**src/rtl/vend_ctrl_param_if.sv**
```systemverilog
// Vending controller front-end / driver bundle.
// master: coin acceptor, keypad and dispenser side; slave: controller.
interface vend_ctrl_param_if #(
  parameter int CREDIT_W  = 8,
  parameter int NUM_ITEMS = 4
);
  localparam int IW = $clog2(NUM_ITEMS);

  logic                 coin_valid;
  logic [1:0]           coin_sel;
  logic                 sel_valid;
  logic [IW-1:0]        sel_item;
  logic                 cancel;
  logic [NUM_ITEMS-1:0] stock_empty;
  logic                 vend;
  logic [IW-1:0]        vend_item;
  logic                 change_vld;
  logic [1:0]           change_sel;
  logic                 coin_reject;
  logic                 sel_err;
  logic                 busy;
  logic [CREDIT_W-1:0]  credit;

  modport master (
    output coin_valid, coin_sel, sel_valid,
    output sel_item, cancel, stock_empty,
    input  vend, vend_item, change_vld,
    input  change_sel, coin_reject, sel_err,
    input  busy, credit
  );

  modport slave (
    input  coin_valid, coin_sel, sel_valid,
    input  sel_item, cancel, stock_empty,
    output vend, vend_item, change_vld,
    output change_sel, coin_reject, sel_err,
    output busy, credit
  );
endinterface

```
**src/rtl/vend_ctrl_param.sv**
```systemverilog
// Vending controller: coin intake, selection with price/stock
// check, cancel/timeout refund and largest-first change payout.
module vend_ctrl_param #(
  parameter int CREDIT_W  = 8,
  parameter int NUM_ITEMS = 4,
  parameter logic [NUM_ITEMS*CREDIT_W-1:0] PRICES =
    {8'd12, 8'd7, 8'd5, 8'd3},
  parameter logic [4*CREDIT_W-1:0] COIN_VALS =
    {8'd10, 8'd5, 8'd2, 8'd1},
  parameter int MAX_CREDIT = 20,
  parameter int TIMEOUT    = 16
) (
  input logic clk,
  input logic arstn,
  vend_ctrl_param_if.slave io
);
  localparam int IW = $clog2(NUM_ITEMS);
  localparam int TW = $clog2(TIMEOUT + 1);
  localparam int SW = CREDIT_W + 1;

  typedef enum logic [1:0] {
    IDLE, COLLECT, VEND, CHANGE
  } state_t;

  state_t              state_q, state_d;
  logic [CREDIT_W-1:0] credit_q, credit_d;
  logic [TW-1:0]       tmr_q, tmr_d;
  logic                vend_q, vend_d;
  logic [IW-1:0]       item_q, item_d;
  logic                chg_q, chg_d;
  logic [1:0]          csel_q, csel_d;
  logic                rej_q, rej_d;
  logic                err_q, err_d;
  logic                busy_q, busy_d;

  logic [CREDIT_W-1:0] coin_val, chg_val, price;
  logic [1:0]          chg_sel;
  logic                in_range, sold_out, sel_ok;
  logic [SW-1:0]       sum;
  logic                coin_fit, coin_take, tmr_clr;

  // Lookups; the change coin is the largest value not above credit.
  always_comb begin
    coin_val = '0;
    chg_val  = '0;
    chg_sel  = '0;
    price    = '0;
    in_range = 1'b0;
    sold_out = 1'b1;
    for (int k = 0; k < 4; k++) begin
      if (io.coin_sel == 2'(k))
        coin_val = COIN_VALS[k*CREDIT_W +: CREDIT_W];
      if (COIN_VALS[k*CREDIT_W +: CREDIT_W] <= credit_q) begin
        chg_sel = 2'(k);
        chg_val = COIN_VALS[k*CREDIT_W +: CREDIT_W];
      end
    end
    for (int i = 0; i < NUM_ITEMS; i++) begin
      if (io.sel_item == IW'(i)) begin
        in_range = 1'b1;
        price    = PRICES[i*CREDIT_W +: CREDIT_W];
        sold_out = io.stock_empty[i];
      end
    end
  end

  assign sel_ok   = in_range && !sold_out && (credit_q >= price);
  assign sum      = {1'b0, credit_q} + {1'b0, coin_val};
  assign coin_fit = sum <= SW'(MAX_CREDIT);

  always_comb begin
    state_d   = state_q;
    credit_d  = credit_q;
    tmr_d     = tmr_q;
    vend_d    = 1'b0;
    item_d    = '0;
    chg_d     = 1'b0;
    csel_d    = '0;
    rej_d     = 1'b0;
    err_d     = 1'b0;
    coin_take = 1'b0;
    tmr_clr   = 1'b0;
    unique case (state_q)
      IDLE, COLLECT: begin
        if (io.cancel) begin
          if (state_q == COLLECT) state_d = CHANGE;
        end else if (io.sel_valid && state_q == COLLECT
                     && sel_ok) begin
          state_d  = VEND;
          credit_d = credit_q - price;
          vend_d   = 1'b1;
          item_d   = io.sel_item;
        end else begin
          if (io.sel_valid) begin
            err_d   = 1'b1;
            tmr_clr = 1'b1;
          end
          if (io.coin_valid && coin_fit) begin
            credit_d  = sum[CREDIT_W-1:0];
            state_d   = COLLECT;
            coin_take = 1'b1;
            tmr_clr   = 1'b1;
          end
        end
        rej_d = io.coin_valid && !coin_take;
        // Idle counter only runs while staying in COLLECT.
        if (state_q == IDLE || state_d != COLLECT) begin
          tmr_d = '0;
        end else if (tmr_clr) begin
          tmr_d = '0;
        end else if (tmr_q == TW'(TIMEOUT - 1)) begin
          tmr_d   = '0;
          state_d = CHANGE;
        end else begin
          tmr_d = tmr_q + 1'b1;
        end
      end
      VEND: begin
        rej_d   = io.coin_valid;
        state_d = (credit_q != '0) ? CHANGE : IDLE;
      end
      CHANGE: begin
        rej_d = io.coin_valid;
        if (credit_q != '0) begin
          chg_d    = 1'b1;
          csel_d   = chg_sel;
          credit_d = credit_q - chg_val;
          if (credit_d == '0) state_d = IDLE;
        end else begin
          state_d = IDLE;
        end
      end
      default: state_d = IDLE;
    endcase
  end

  assign busy_d = (state_d == VEND) || (state_d == CHANGE);

  always_ff @(posedge clk) begin
    if (!arstn) begin
      state_q  <= IDLE;
      credit_q <= '0;
      tmr_q    <= '0;
      vend_q   <= 1'b0;
      item_q   <= '0;
      chg_q    <= 1'b0;
      csel_q   <= '0;
      rej_q    <= 1'b0;
      err_q    <= 1'b0;
      busy_q   <= 1'b0;
    end else begin
      state_q  <= state_d;
      credit_q <= credit_d;
      tmr_q    <= tmr_d;
      vend_q   <= vend_d;
      item_q   <= item_d;
      chg_q    <= chg_d;
      csel_q   <= csel_d;
      rej_q    <= rej_d;
      err_q    <= err_d;
      busy_q   <= busy_d;
    end
  end

  assign io.vend        = vend_q;
  assign io.vend_item   = item_q;
  assign io.change_vld  = chg_q;
  assign io.change_sel  = csel_q;
  assign io.coin_reject = rej_q;
  assign io.sel_err     = err_q;
  assign io.busy        = busy_q;
  assign io.credit      = credit_q;
endmodule
```
**src/flat_wrapper.sv**
```systemverilog
// flat-port wrapper written by rule: the top's interface ports become plain ports
module vend_ctrl_param_flat 
#(
  parameter int CREDIT_W  = 8,
  parameter int NUM_ITEMS = 4,
  parameter logic [NUM_ITEMS*CREDIT_W-1:0] PRICES =
    {8'd12, 8'd7, 8'd5, 8'd3},
  parameter logic [4*CREDIT_W-1:0] COIN_VALS =
    {8'd10, 8'd5, 8'd2, 8'd1},
  parameter int MAX_CREDIT = 20,
  parameter int TIMEOUT    = 16
)
  (clk, arstn, io_coin_valid, io_coin_sel, io_sel_valid, io_sel_item, io_cancel, io_stock_empty, io_vend, io_vend_item, io_change_vld, io_change_sel, io_coin_reject, io_sel_err, io_busy, io_credit);
  vend_ctrl_param_if #(.CREDIT_W(CREDIT_W), .NUM_ITEMS(NUM_ITEMS)) io_i ();
  input logic clk;
  input logic arstn;
  input wire logic [$bits(io_i.coin_valid)-1:0] io_coin_valid;
  input wire logic [$bits(io_i.coin_sel)-1:0] io_coin_sel;
  input wire logic [$bits(io_i.sel_valid)-1:0] io_sel_valid;
  input wire logic [$bits(io_i.sel_item)-1:0] io_sel_item;
  input wire logic [$bits(io_i.cancel)-1:0] io_cancel;
  input wire logic [$bits(io_i.stock_empty)-1:0] io_stock_empty;
  output wire logic [$bits(io_i.vend)-1:0] io_vend;
  output wire logic [$bits(io_i.vend_item)-1:0] io_vend_item;
  output wire logic [$bits(io_i.change_vld)-1:0] io_change_vld;
  output wire logic [$bits(io_i.change_sel)-1:0] io_change_sel;
  output wire logic [$bits(io_i.coin_reject)-1:0] io_coin_reject;
  output wire logic [$bits(io_i.sel_err)-1:0] io_sel_err;
  output wire logic [$bits(io_i.busy)-1:0] io_busy;
  output wire logic [$bits(io_i.credit)-1:0] io_credit;
  assign io_i.coin_valid = io_coin_valid;
  assign io_i.coin_sel = io_coin_sel;
  assign io_i.sel_valid = io_sel_valid;
  assign io_i.sel_item = io_sel_item;
  assign io_i.cancel = io_cancel;
  assign io_i.stock_empty = io_stock_empty;
  assign io_vend = io_i.vend;
  assign io_vend_item = io_i.vend_item;
  assign io_change_vld = io_i.change_vld;
  assign io_change_sel = io_i.change_sel;
  assign io_coin_reject = io_i.coin_reject;
  assign io_sel_err = io_i.sel_err;
  assign io_busy = io_i.busy;
  assign io_credit = io_i.credit;
  vend_ctrl_param #(.CREDIT_W(CREDIT_W), .NUM_ITEMS(NUM_ITEMS), .PRICES(PRICES), .COIN_VALS(COIN_VALS), .MAX_CREDIT(MAX_CREDIT), .TIMEOUT(TIMEOUT)) u_core (.clk(clk), .arstn(arstn), .io(io_i));
endmodule
```
**config.mk**
```make
export PLATFORM = sky130hd
export DESIGN_NAME = vend_ctrl_param_flat
export DESIGN_NICKNAME = d
export VERILOG_FILES = /design/src/rtl/vend_ctrl_param_if.sv /design/src/rtl/vend_ctrl_param.sv /design/src/flat_wrapper.sv
export SDC_FILE = /design/constraint.sdc
export NUM_CORES = 1
export LEC_CHECK = 0
export CORE_AREA = 2 2 62 79
export DETAILED_ROUTE_END_ITERATION = 8
export DIE_AREA = 0 0 64 81
export PLACE_DENSITY = 0.7
export SETUP_SLACK_MARGIN = 0.3
export SYNTH_ARGS = -nofsm -noshare
export SYNTH_HDL_FRONTEND = slang
export SYNTH_SLANG_ARGS = --single-unit
```
**constraint.sdc**
```tcl
create_clock -name clk -period 3.55 [get_ports clk]
set_clock_uncertainty 0.2 [all_clocks]
set_input_delay 0.71 -clock clk [delete_from_list [all_inputs] [get_ports clk]]
set_output_delay 0.71 -clock clk [all_outputs]
set_load 0.02 [all_outputs]
```
==> out/metrics.yaml, run 1 <==
die-height_um: 81
tns_ns: 0
dr.first_iter.drc_count: 174
first_pass_iters: 4
period_needed_ns: 3.140
holdCritPathClass: "reg -> reg"
max_stage_delay_ns: 0.53
grt_overflow_total: 0
io_pins: 30
synth_seq_cells: 24
rsz0062_at_grt: "no"
routabilityCongestion: 0.9133
cts_root_buf: "clkbuf_8"
finalMaxSlewViolations: 0
syn_inst: 252
clock-sinks: 24
die_w_um: 64
worstPathCellList: "clkdlybuf4s50_1, mux4_2, nor4_4, o21ai_2, or4_1, o31a_1, o31a_1, o22ai_1"
num_vias: 2114
yosysTopAreaCell: "dfxtp_1"
synth_area_leaders: "dfxtp_1 (25%), ha_1 (7.7%), nand2_1 (6.0%)"
place_area_um2: 2509
dieArea_um2: 5184
async_flop_share_pct: 0
finalHoldViolations: 0
antenna_found_initial: 0
cts_tree: "yes"
fin_util_pct: 58.06
drt-vias-per-instance: 5.792
fmax_mhz: 318.5
worstMarginPinSlew_ns: 0.6593
p_leak_nw: 1.154
critPathMaxFanout: 2
power.density_nw_per_um2: 340.4
dpl_worst_slack_ns: -0.1738
dp_hpwl_um: 4134
post_drt_wl_per_cell_um: 15.19
track_usage_pct: 22.25
ys_top_cells_by_count: "nand2_1 (31), dfxtp_1 (24), nor2_1 (21)"
synth_edf_count: 0
wirelength_um: 5545
cp-end-kind: "flip-flop"
setup_ws_ns: 0.4104
syn_avg_cell_area_um2: 7.716
crit_required_ns: 3.55
drive_above_1_share_pct: 18.69
diodes: 0
setup_viol: 0
cts_buffers: 3
grt_start_max_net_pins: 21
ir_worst_vdd_uv: 224.5
drc_errors: 0
clkLatencyLatePin_ns: 0.27
core-area_um2: 4519
finalCritPeriodShare_pct: 88.44
nNetsFinal: 335
path_clk_slew_ns: 0.09
ctsHoldBuffers: 0
outcome: "complete, no violations"
cp_common_cell: "o31a_1"
synth_top_area_share_pct: 24.71
maxSlewHeadroom_pct: 55.89
syn_to_final_growth_pct: 34.94
hold_slack_ns: 0.2740
finalInstanceArea_um2: 2624
start_kind: "input pin"
syn_area_um2: 1944
crit_type: "in -> reg"
ys_warn_count: 0
drv_cap: 0
grt_pass1_wl_um: 9177
fill_cells: 427
worst-endpoint-arrival_ns: 3.14
synth_fp_nets: 280
grt_pass1_vias: 2001
initial_core_util_pct: 43.02
clockBufferDepth: 2
rows: 28
synth_ff_type: "dfxtp_1"
h-tree-depth: 1
synthDistinctLibCells: 51
synthMostInstantiatedCell: "nand2_1"
port_buffers: 29
ant_nets: 0
critPathSlowestCell: "or4_1"
ys_seq_area_share_pct: 24.71
## sequential cells by signal, indices dropped and copies added, names as in the netlist
signal and cells:
u_core.io.change_vld 1, u_core.io.change_sel 2, u_core.io.coin_reject 1, u_core.io.vend_item 2, u_core.io.sel_err 1, u_core.io.busy 1
u_core.io.credit 8, u_core.state_q 2, u_core.io.vend 1, u_core.tmr_q 5
## final timing paths
check | startpoint | endpoint | slack (ns) | depth (start not counted)
worst min register to register | u_core.tmr_q[4]$_SDFFE_PN0N_ | u_core.tmr_q[4]$_SDFFE_PN0N_ | 0.27 | 2
worst max register to register | u_core.io.credit[6]$_SDFFE_PN0P_ | u_core.io.busy$_SDFF_PN0_ | 0.48 | 11
worst max-delay path | io_stock_empty[3] | u_core.io.credit[7]$_SDFFE_PN0P_ | 0.41 | 8
worst min-delay path | u_core.tmr_q[4]$_SDFFE_PN0N_ | u_core.tmr_q[4]$_SDFFE_PN0N_ | 0.27 | 2
## metal layers
layer	wire, µm	up-vias	share of wire [%]	track usage (%)
li1	-	1032	-	-
met1	2288	987	41	26.08
met2	2739	76	49	38.65
met3	264	19	4.8	3.047
met4	253	0	4.6	13.04
met5	0	-	0	0
## layout by cell type, fill, tap and decap left out, types with 3 or more instances in the layout
master           count
buf_4               36
nand2_1             31
clkdlybuf4s50_1     26
dfxtp_1             23
nor2_1              21
a21oi_1             17
inv_1               13
nand3_1             11
ha_1                10
o21ai_0              8
nand2b_1             6
xnor2_1              6
nor2b_1              5
a21o_1               5
mux2i_1              5
o21bai_1             4
a221oi_1             4
o22ai_1              4
and3_1               3
o211ai_1             3
a22oi_1              3
clkbuf_8             3
## cell families after synthesis
| logic type | share of synthesized area, % |
|---|---|
| xor gates and xnor gates | 3.153 |
| buffers and inverters | 5.598 |
| and+or+nand+nor | 24.00 |
| adders and majority gates | 10.81 |
| DFF | 24.71 |
| AOI/OAI and AO/OA | 27.99 |
| muxes | 3.732 |
## critical path: cells and delay by family
family	cells	cell delay [ns]
mux	1	0.50
buf+inv	1	0.41
compound gates	4	0.80
simple gates	2	0.72
## per-stage QoR
stage | power [mW] | instances
floorplan | 0.5664 | 252
global placement | 0.6946 | 358
detailed placement | 0.6998 | 358
CTS | 0.8747 | 362
global route | 0.9548 | 365
finish | 0.8932 | 365
## area by class of cell
cell class,instances,area (µm²),area share (%)
Multi-Input combinational cell,200,1416,53.98
Timing Repair Buffer,65,560.5,21.36
Sequential cell,24,481.7,18.36
Tap cell,60,75.07,2.861
Inverter,13,48.80,1.860
Clock buffer,3,41.29,1.574
## report_power, final
group / internal (mW) / switching, mW / leakage [nW] / total (mW)
logic: 0.205 / 0.227 / 0.937 / 0.432
clock network: 0.0762 / 0.0895 / 0.0216 / 0.166
registers: 0.279 / 0.0160 / 0.195 / 0.295
total: 0.560 / 0.333 / 1.15 / 0.893
## repair_timing
action                     4_1_cts  5_1_grt
pin swaps                        2        8
resized for setup                7       15
cloned                           0        1
setup buffers                    1        2
setup endpoints to repair       14       14
No activity file was read; power rests on OpenSTA's default activity.
==> run 2: changes to the inputs <==
--- a/config.mk
+++ b/config.mk
@@ -8,7 +8,7 @@
 export CORE_AREA = 2 2 62 79
 export DETAILED_ROUTE_END_ITERATION = 8
 export DIE_AREA = 0 0 64 81
-export PLACE_DENSITY = 0.7
+export PLACE_DENSITY = 0.67
 export SETUP_SLACK_MARGIN = 0.3
 export SYNTH_ARGS = -nofsm -noshare
 export SYNTH_HDL_FRONTEND = slang
==> constraint.sdc (replaced) <==
create_clock -name clk -period 3.8 [get_ports clk]
set_clock_uncertainty 0.2 [all_clocks]
set_input_delay 0.76 -clock clk [delete_from_list [all_inputs] [get_ports clk]]
set_output_delay 0.76 -clock clk [all_outputs]
set_load 0.02 [all_outputs]
==> out/metrics.yaml, run 2 (synthesis gave the netlist of run 1 again) <==
p_leak_nw: 1.074  # -6.9%
finalMaxSlewViolations: 0  # unchanged
critPathSlowestCell: "clkdlybuf4s50_1"
ctsHoldBuffers: 0  # unchanged
cp_common_cell: "buf_4"
drv_cap: 0  # unchanged
clock-sinks: 24  # unchanged
cts_tree: "yes"
drive_above_1_share_pct: 12.85  # -5.8 points
dp_hpwl_um: 3924  # -5.1%
tns_ns: 0  # unchanged
antenna_found_initial: 0  # unchanged
cts_buffers: 3  # unchanged
worst-endpoint-arrival_ns: 3.36  # +0.22 ns
dr.max_layer_used: "met4"
post_drt_wl_per_cell_um: 15.02  # -1.1%
dr.first_iter.drc_count: 82  # -53%
finalHoldViolations: 0  # unchanged
power_mw: 0.8681  # -2.8%
crit_type: "in -> reg"
finalCritPeriodShare_pct: 89.48
grt_start_max_net_pins: 26  # +24%
cts_root_buf: "clkbuf_8"
finalInstanceArea_um2: 2515  # -4.1%
wl_met2_um: 2664  # -2.7%
drc_errors: 0  # unchanged
diodes: 0  # unchanged
ant_nets: 0  # unchanged
ir_worst_vdd_uv: 217.1  # -3.3%
syn_to_final_growth_pct: 29.34
fin_util_pct: 55.65  # -2.4 points
setup_viol: 0  # unchanged
dieArea_um2: 5184  # unchanged
period_needed_ns: 3.400
h-tree-depth: 1  # unchanged
clockBufferDepth: 2  # unchanged
power.density_nw_per_um2: 345.2  # +1.4%
holdCritPathClass: "reg -> reg"
drt-vias-per-instance: 5.667  # -2.2%
fmax_mhz: 294.1
grt_pass1_wl_um: 8680  # -5.4%
die_w_um: 64  # unchanged
place_area_um2: 2376  # -5.3%
port_buffers: 29  # unchanged
routabilityCongestion: 0.9792  # +7.2%
clkLatencyLatePin_ns: 0.27  # about the same
max_stage_delay_ns: 0.47  # -0.06 ns
grt_pass1_vias: 1837  # -8.2%
m1WireLength_um: 2248  # -1.7%
mostFrequentLayoutCells: "nand2_1 (31), clkdlybuf4s50_1 (28), dfxtp_1 (24)"
cp-end-kind: "flip-flop"
critPathMaxFanout: 13  # +11
dpl_worst_slack_ns: -0.02003  # +0.1538 ns
fin_cells: 348  # -4.7%
wl_met3_um: 187  # -29%
rows: 28  # unchanged
start_kind: "input pin"
worstMarginPinSlew_ns: 0.8494  # +0.1901 ns
worstPathCellList: "clkdlybuf4s50_1, inv_1, ha_2, fa_1, buf_4, o21ai_1, a21oi_1, a211oi_2, o221ai_2, a31oi_1, buf_4, a21boi_0, o22ai_1"
fill_cells: 437  # +2.3%
initial_core_util_pct: 43.02  # unchanged
die-height_um: 81  # unchanged
crit_family: "compound AO/OA/AOI/OAI gates"
track_usage_pct: 20.97  # -1.3 points
path_clk_slew_ns: 0.09  # about the same
final_common_cell: "nand2_1"
wirelength_um: 5226  # -5.8%
rsz0062_at_grt: "no"
maxSlewHeadroom_pct: 43.20  # -13 points
crit_required_ns: 3.76  # +0.21 ns
first_pass_iters: 4  # unchanged
grt_overflow_total: 0  # unchanged
post-place-cells: 342  # -4.5%
cp_num_buf_inv: 4  # +3
largest_reg_flops: 8  # unchanged
outcome: "complete, no violations"
io_pins: 30  # unchanged
core-area_um2: 4519  # unchanged
nNetsFinal: 317  # -5.4%
setup_ws_ns: 0.3999  # -0.01052 ns
hold_slack_ns: 0.2593  # -0.01471 ns
num_vias: 1972  # -6.7%
run 2: changes by cell type in the layout (fill, tap and decap cells not counted), sizes merged:
| cell | before | now |
|---|---|---|
| clkdlybuf4s50 | 26 | 28 |
| buf | 36 | 18 |
| bufinv | 0 | 1 |
| dlygate4sd2 | 2 | 0 |
run 2: worst paths after layout:
| path | slack (ns) | end | start | cells past startpoint |
|---|---|---|---|---|
| worst max-delay path | 0.40 | u_core.io.credit[7]$_SDFFE_PN0P_ | io_coin_sel[0] | 13 |
| worst min-delay path | 0.26 | u_core.tmr_q[4]$_SDFFE_PN0N_ | u_core.tmr_q[4]$_SDFFE_PN0N_ | 2 |
| worst max register to register | 0.58 | u_core.io.busy$_SDFF_PN0_ | u_core.io.credit[6]$_SDFFE_PN0P_ | 12 |
| worst min register to register | 0.26 | u_core.tmr_q[4]$_SDFFE_PN0N_ | u_core.tmr_q[4]$_SDFFE_PN0N_ | 2 |
run 2: report_power, final:
part           internal, mW  switching (mW)
combinational         0.166           0.203
sequential            0.261          0.0141
clock                 0.141          0.0841
total                 0.567           0.301
run 2: worst min-delay path, stage by stage, from the launching register on:
cell     delay [ns]
dfxtp_1        0.33
nand2_1        0.06
nor2_1         0.04
run 2: final cells by class:
cell class | instances | area, µm² | area share (%)
Timing Repair Buffer | 47 | 427.9 | 17.01
Multi-Input combinational cell | 200 | 1411 | 56.12
Sequential cell | 24 | 480.5 | 19.10
Inverter | 13 | 48.80 | 1.940
Clock inverter | 1 | 30.03 | 1.194
Clock buffer | 3 | 41.29 | 1.642
Tap cell | 60 | 75.07 | 2.985
run 2: what timing repair did:
action                                  4_1_cts  5_1_grt
buffers inserted                              0        2
pin swaps                                     1        5
endpoints found under the setup margin        3       16
resized for setup                             2       11
run 2: metal layers:
metal | track usage (%) | up-vias
li1 | - | 999
met2 | 36.98 | 50
met4 | 9.565 | 0
met1 | 25.96 | 913
met3 | 1.662 | 10
met5 | 0 | -
==> run 3: changes to the inputs <==
--- a/config.mk
+++ b/config.mk
@@ -6,10 +6,11 @@
 export NUM_CORES = 1
 export LEC_CHECK = 0
 export CORE_AREA = 2 2 62 79
+export CTS_BUF_LIST = sky130_fd_sc_hd__clkbuf_16
 export DETAILED_ROUTE_END_ITERATION = 8
 export DIE_AREA = 0 0 64 81
 export PLACE_DENSITY = 0.67
-export SETUP_SLACK_MARGIN = 0.3
+export SETUP_SLACK_MARGIN = 0.4
 export SYNTH_ARGS = -nofsm -noshare
 export SYNTH_HDL_FRONTEND = slang
 export SYNTH_SLANG_ARGS = --single-unit
==> out/metrics.yaml, run 3 (synthesis gave the netlist of run 1 again) <==
ant_nets: 0  # unchanged
reg2reg_from: "u_core.io.credit[7]$_SDFFE_PN0P_"
cts_tree: "yes"
r2r_end: "u_core.io.busy$_SDFF_PN0_"
die_w_um: 64  # unchanged
setup_ws_ns: 0.5381  # +0.1382 ns
hold-path-cell-count: 2  # unchanged
clockBufferDepth: 2  # unchanged
drive_above_1_share_pct: 16.27  # +3.4 points
path_clk_slew_ns: 0.06  # -0.03 ns
diodes: 0  # unchanged
min_from: "u_core.tmr_q[4]$_SDFFE_PN0N_"
grt_pass1_vias: 1859  # +1.2%
holdCritPathClass: "reg -> reg"
hold_end: "u_core.tmr_q[4]$_SDFFE_PN0N_"
r2r_cells: 11  # -1
rsz0062_at_grt: "no"
h-tree-depth: 1  # unchanged
clkLatencyLatePin_ns: 0.26  # about the same
worstMarginPinSlew_ns: 0.8449  # -0.004473 ns
grt_pass1_wl_um: 8756  # +0.88%
initial_core_util_pct: 43.02  # unchanged
critPathSlowestCell: "clkdlybuf4s50_1"
port_buffers: 29  # unchanged
mostFrequentLayoutCells: "nand2_1 (31), clkdlybuf4s50_1 (26), dfxtp_1 (24)"
fin_util_pct: 58.39  # +2.7 points
die-height_um: 81  # unchanged
worst-endpoint-arrival_ns: 3.21  # -0.15 ns
finalHoldViolations: 0  # unchanged
hold_slack_ns: 0.2565  # -0.002750 ns
nNetsFinal: 324  # +2.2%
dp_hpwl_um: 3924  # unchanged
final_common_cell: "nand2_1"
grt_overflow_total: 0  # unchanged
ir_worst_vdd_uv: 218.1  # +0.47%
drv_cap: 0  # unchanged
p_leak_nw: 1.141  # +6.2%
core-area_um2: 4519  # unchanged
finalInstanceArea_um2: 2639  # +4.9%
seqCellArea_um2: 480.5  # unchanged
post-place-cells: 342  # unchanged
drc_errors: 0  # unchanged
drt-vias-per-instance: 5.752  # +1.5%
track_usage_pct: 21.30  # +0.32 points
routabilityCongestion: 0.9792  # unchanged
ctsHoldBuffers: 0  # unchanged
grt_start_max_net_pins: 26  # unchanged
worstPathCellList: "clkdlybuf4s50_1, nor2b_1, ha_1, a21o_1, a21oi_2, xnor2_2, o221ai_2, buf_4, and4_4, and4b_1, a311o_1"
power.density_nw_per_um2: 367.7  # +6.5%
largest_reg_flops: 8  # unchanged
cts_root_buf: "clkbuf_16"
syn_to_final_growth_pct: 35.71
start_kind: "input pin"
place_area_um2: 2376  # unchanged
dr.first_iter.drc_count: 108  # +32%
cts_buffers: 3  # unchanged
num_vias: 2042  # +3.5%
finalCritPeriodShare_pct: 85.84  # -3.6 points
antenna_found_initial: 0  # unchanged
finalMaxSlewViolations: 0  # unchanged
dieArea_um2: 5184  # unchanged
dpl_worst_slack_ns: -0.02003  # unchanged
fmax_mhz: 306.6  # +4.2%
post_drt_wl_per_cell_um: 15.75  # +4.9%
maxSlewHeadroom_pct: 43.50  # +0.30 points
max_stage_delay_ns: 0.46  # about the same
io_pins: 30  # unchanged
setup_viol: 0  # unchanged
critPathMaxFanout: 6  # -7
wirelength_um: 5590  # +7.0%
rows: 28  # unchanged
fill_cells: 422  # -3.4%
outcome: "complete, no violations"
crit_required_ns: 3.75  # about the same
period_needed_ns: 3.262  # -0.1382 ns
multiInputGateArea_um2: 1446  # +2.5%
ff2ff_setup_slack_ns: 0.61  # +0.03 ns
crit_type: "in -> reg"
fin_cells: 355  # +2.0%
cp-end-kind: "flip-flop"
first_pass_iters: 4  # unchanged
clock-sinks: 24  # unchanged
## run 3: cell count changes in the layout (fill, tap and decap cells not counted), moves of 2 or more
cell / before / now
buf_4: 18 / 23
ha_2: 2 / 0
ha_4: 0 / 2
clkdlybuf4s50_1: 28 / 26
clkbuf_8: 3 / 0
clkbuf_16: 0 / 3
## run 3: worst max path at each step
| stage | cells after the start | startpoint | to |
|---|---|---|---|
| 6_report | 11 | io_coin_sel[1] | u_core.tmr_q[2]$_SDFFE_PN0N_ |
| 5_1_grt | 11 | u_core.io.credit[7]$_SDFFE_PN0P_ | u_core.io.busy$_SDFF_PN0_ |
| 4_1_cts | 12 | u_core.io.credit[6]$_SDFFE_PN0P_ | u_core.io.busy$_SDFF_PN0_ |
| 3_5_place_dp | 11 | io_coin_sel[0] | u_core.io.busy$_SDFF_PN0_ |
| 3_3_place_gp | 11 | io_coin_sel[0] | u_core.io.busy$_SDFF_PN0_ |
| 2_1_floorplan | 13 | u_core.io.credit[6]$_SDFFE_PN0P_ | u_core.io.busy$_SDFF_PN0_ |
## run 3: where the power goes
part | leakage (nW) | internal (mW) | total [mW] | switching [mW]
Sequential | 0.195 | 0.261 | 0.275 | 0.0145
Clock | 0.0511 | 0.209 | 0.302 | 0.0929
Combinational | 0.895 | 0.181 | 0.393 | 0.212
Total | 1.14 | 0.651 | 0.970 | 0.319
## run 3: area by class of cell
cell class                 instances  share of cell area [%]
clock buffer                       3                   2.845
clock inverter                     1                   1.138
inverter                          13                   1.849
multi-input combinational        200                   54.81
sequential                        24                   18.21
tap                               60                   2.845
timing repair buffer              54                   18.30
## run 3: routing by layer
layer	vias to the layer above	GRT usage (%)	share of wire, %
li1	1007	-	-
met2	66	36.98	51
met3	14	2.493	4.4
met4	0	11.09	3.4
met1	955	25.79	41
met5	-	0	0
## run 3: per-stage QoR
| step | TNS (ns) | power [mW] |
|---|---|---|
| 3_3_place_gp | 0 | 0.6251 |
| 5_1_grt | 0 | 1.025 |
| 4_1_cts | 0 | 0.9328 |
| 2_1_floorplan | 0 | 0.5274 |
| 6_report | 0 | 0.9702 |
| 3_5_place_dp | -0.02003 | 0.6243 |
## run 3: worst max-delay path: cells and delay by family
family	cells	cell delay (ns)
AND/OR/NAND/NOR	3	0.51
AO/OA/AOI/OAI	4	0.84
XOR/XNOR	1	0.14
adder cells (fa/ha/maj)	1	0.34
buffers and inverters	2	0.62
## run 3: timing repair
item,in CTS,in global routing
setup endpoints to repair,13,16
resized for setup,6,17
setup buffers,0,9
pin swaps,2,11
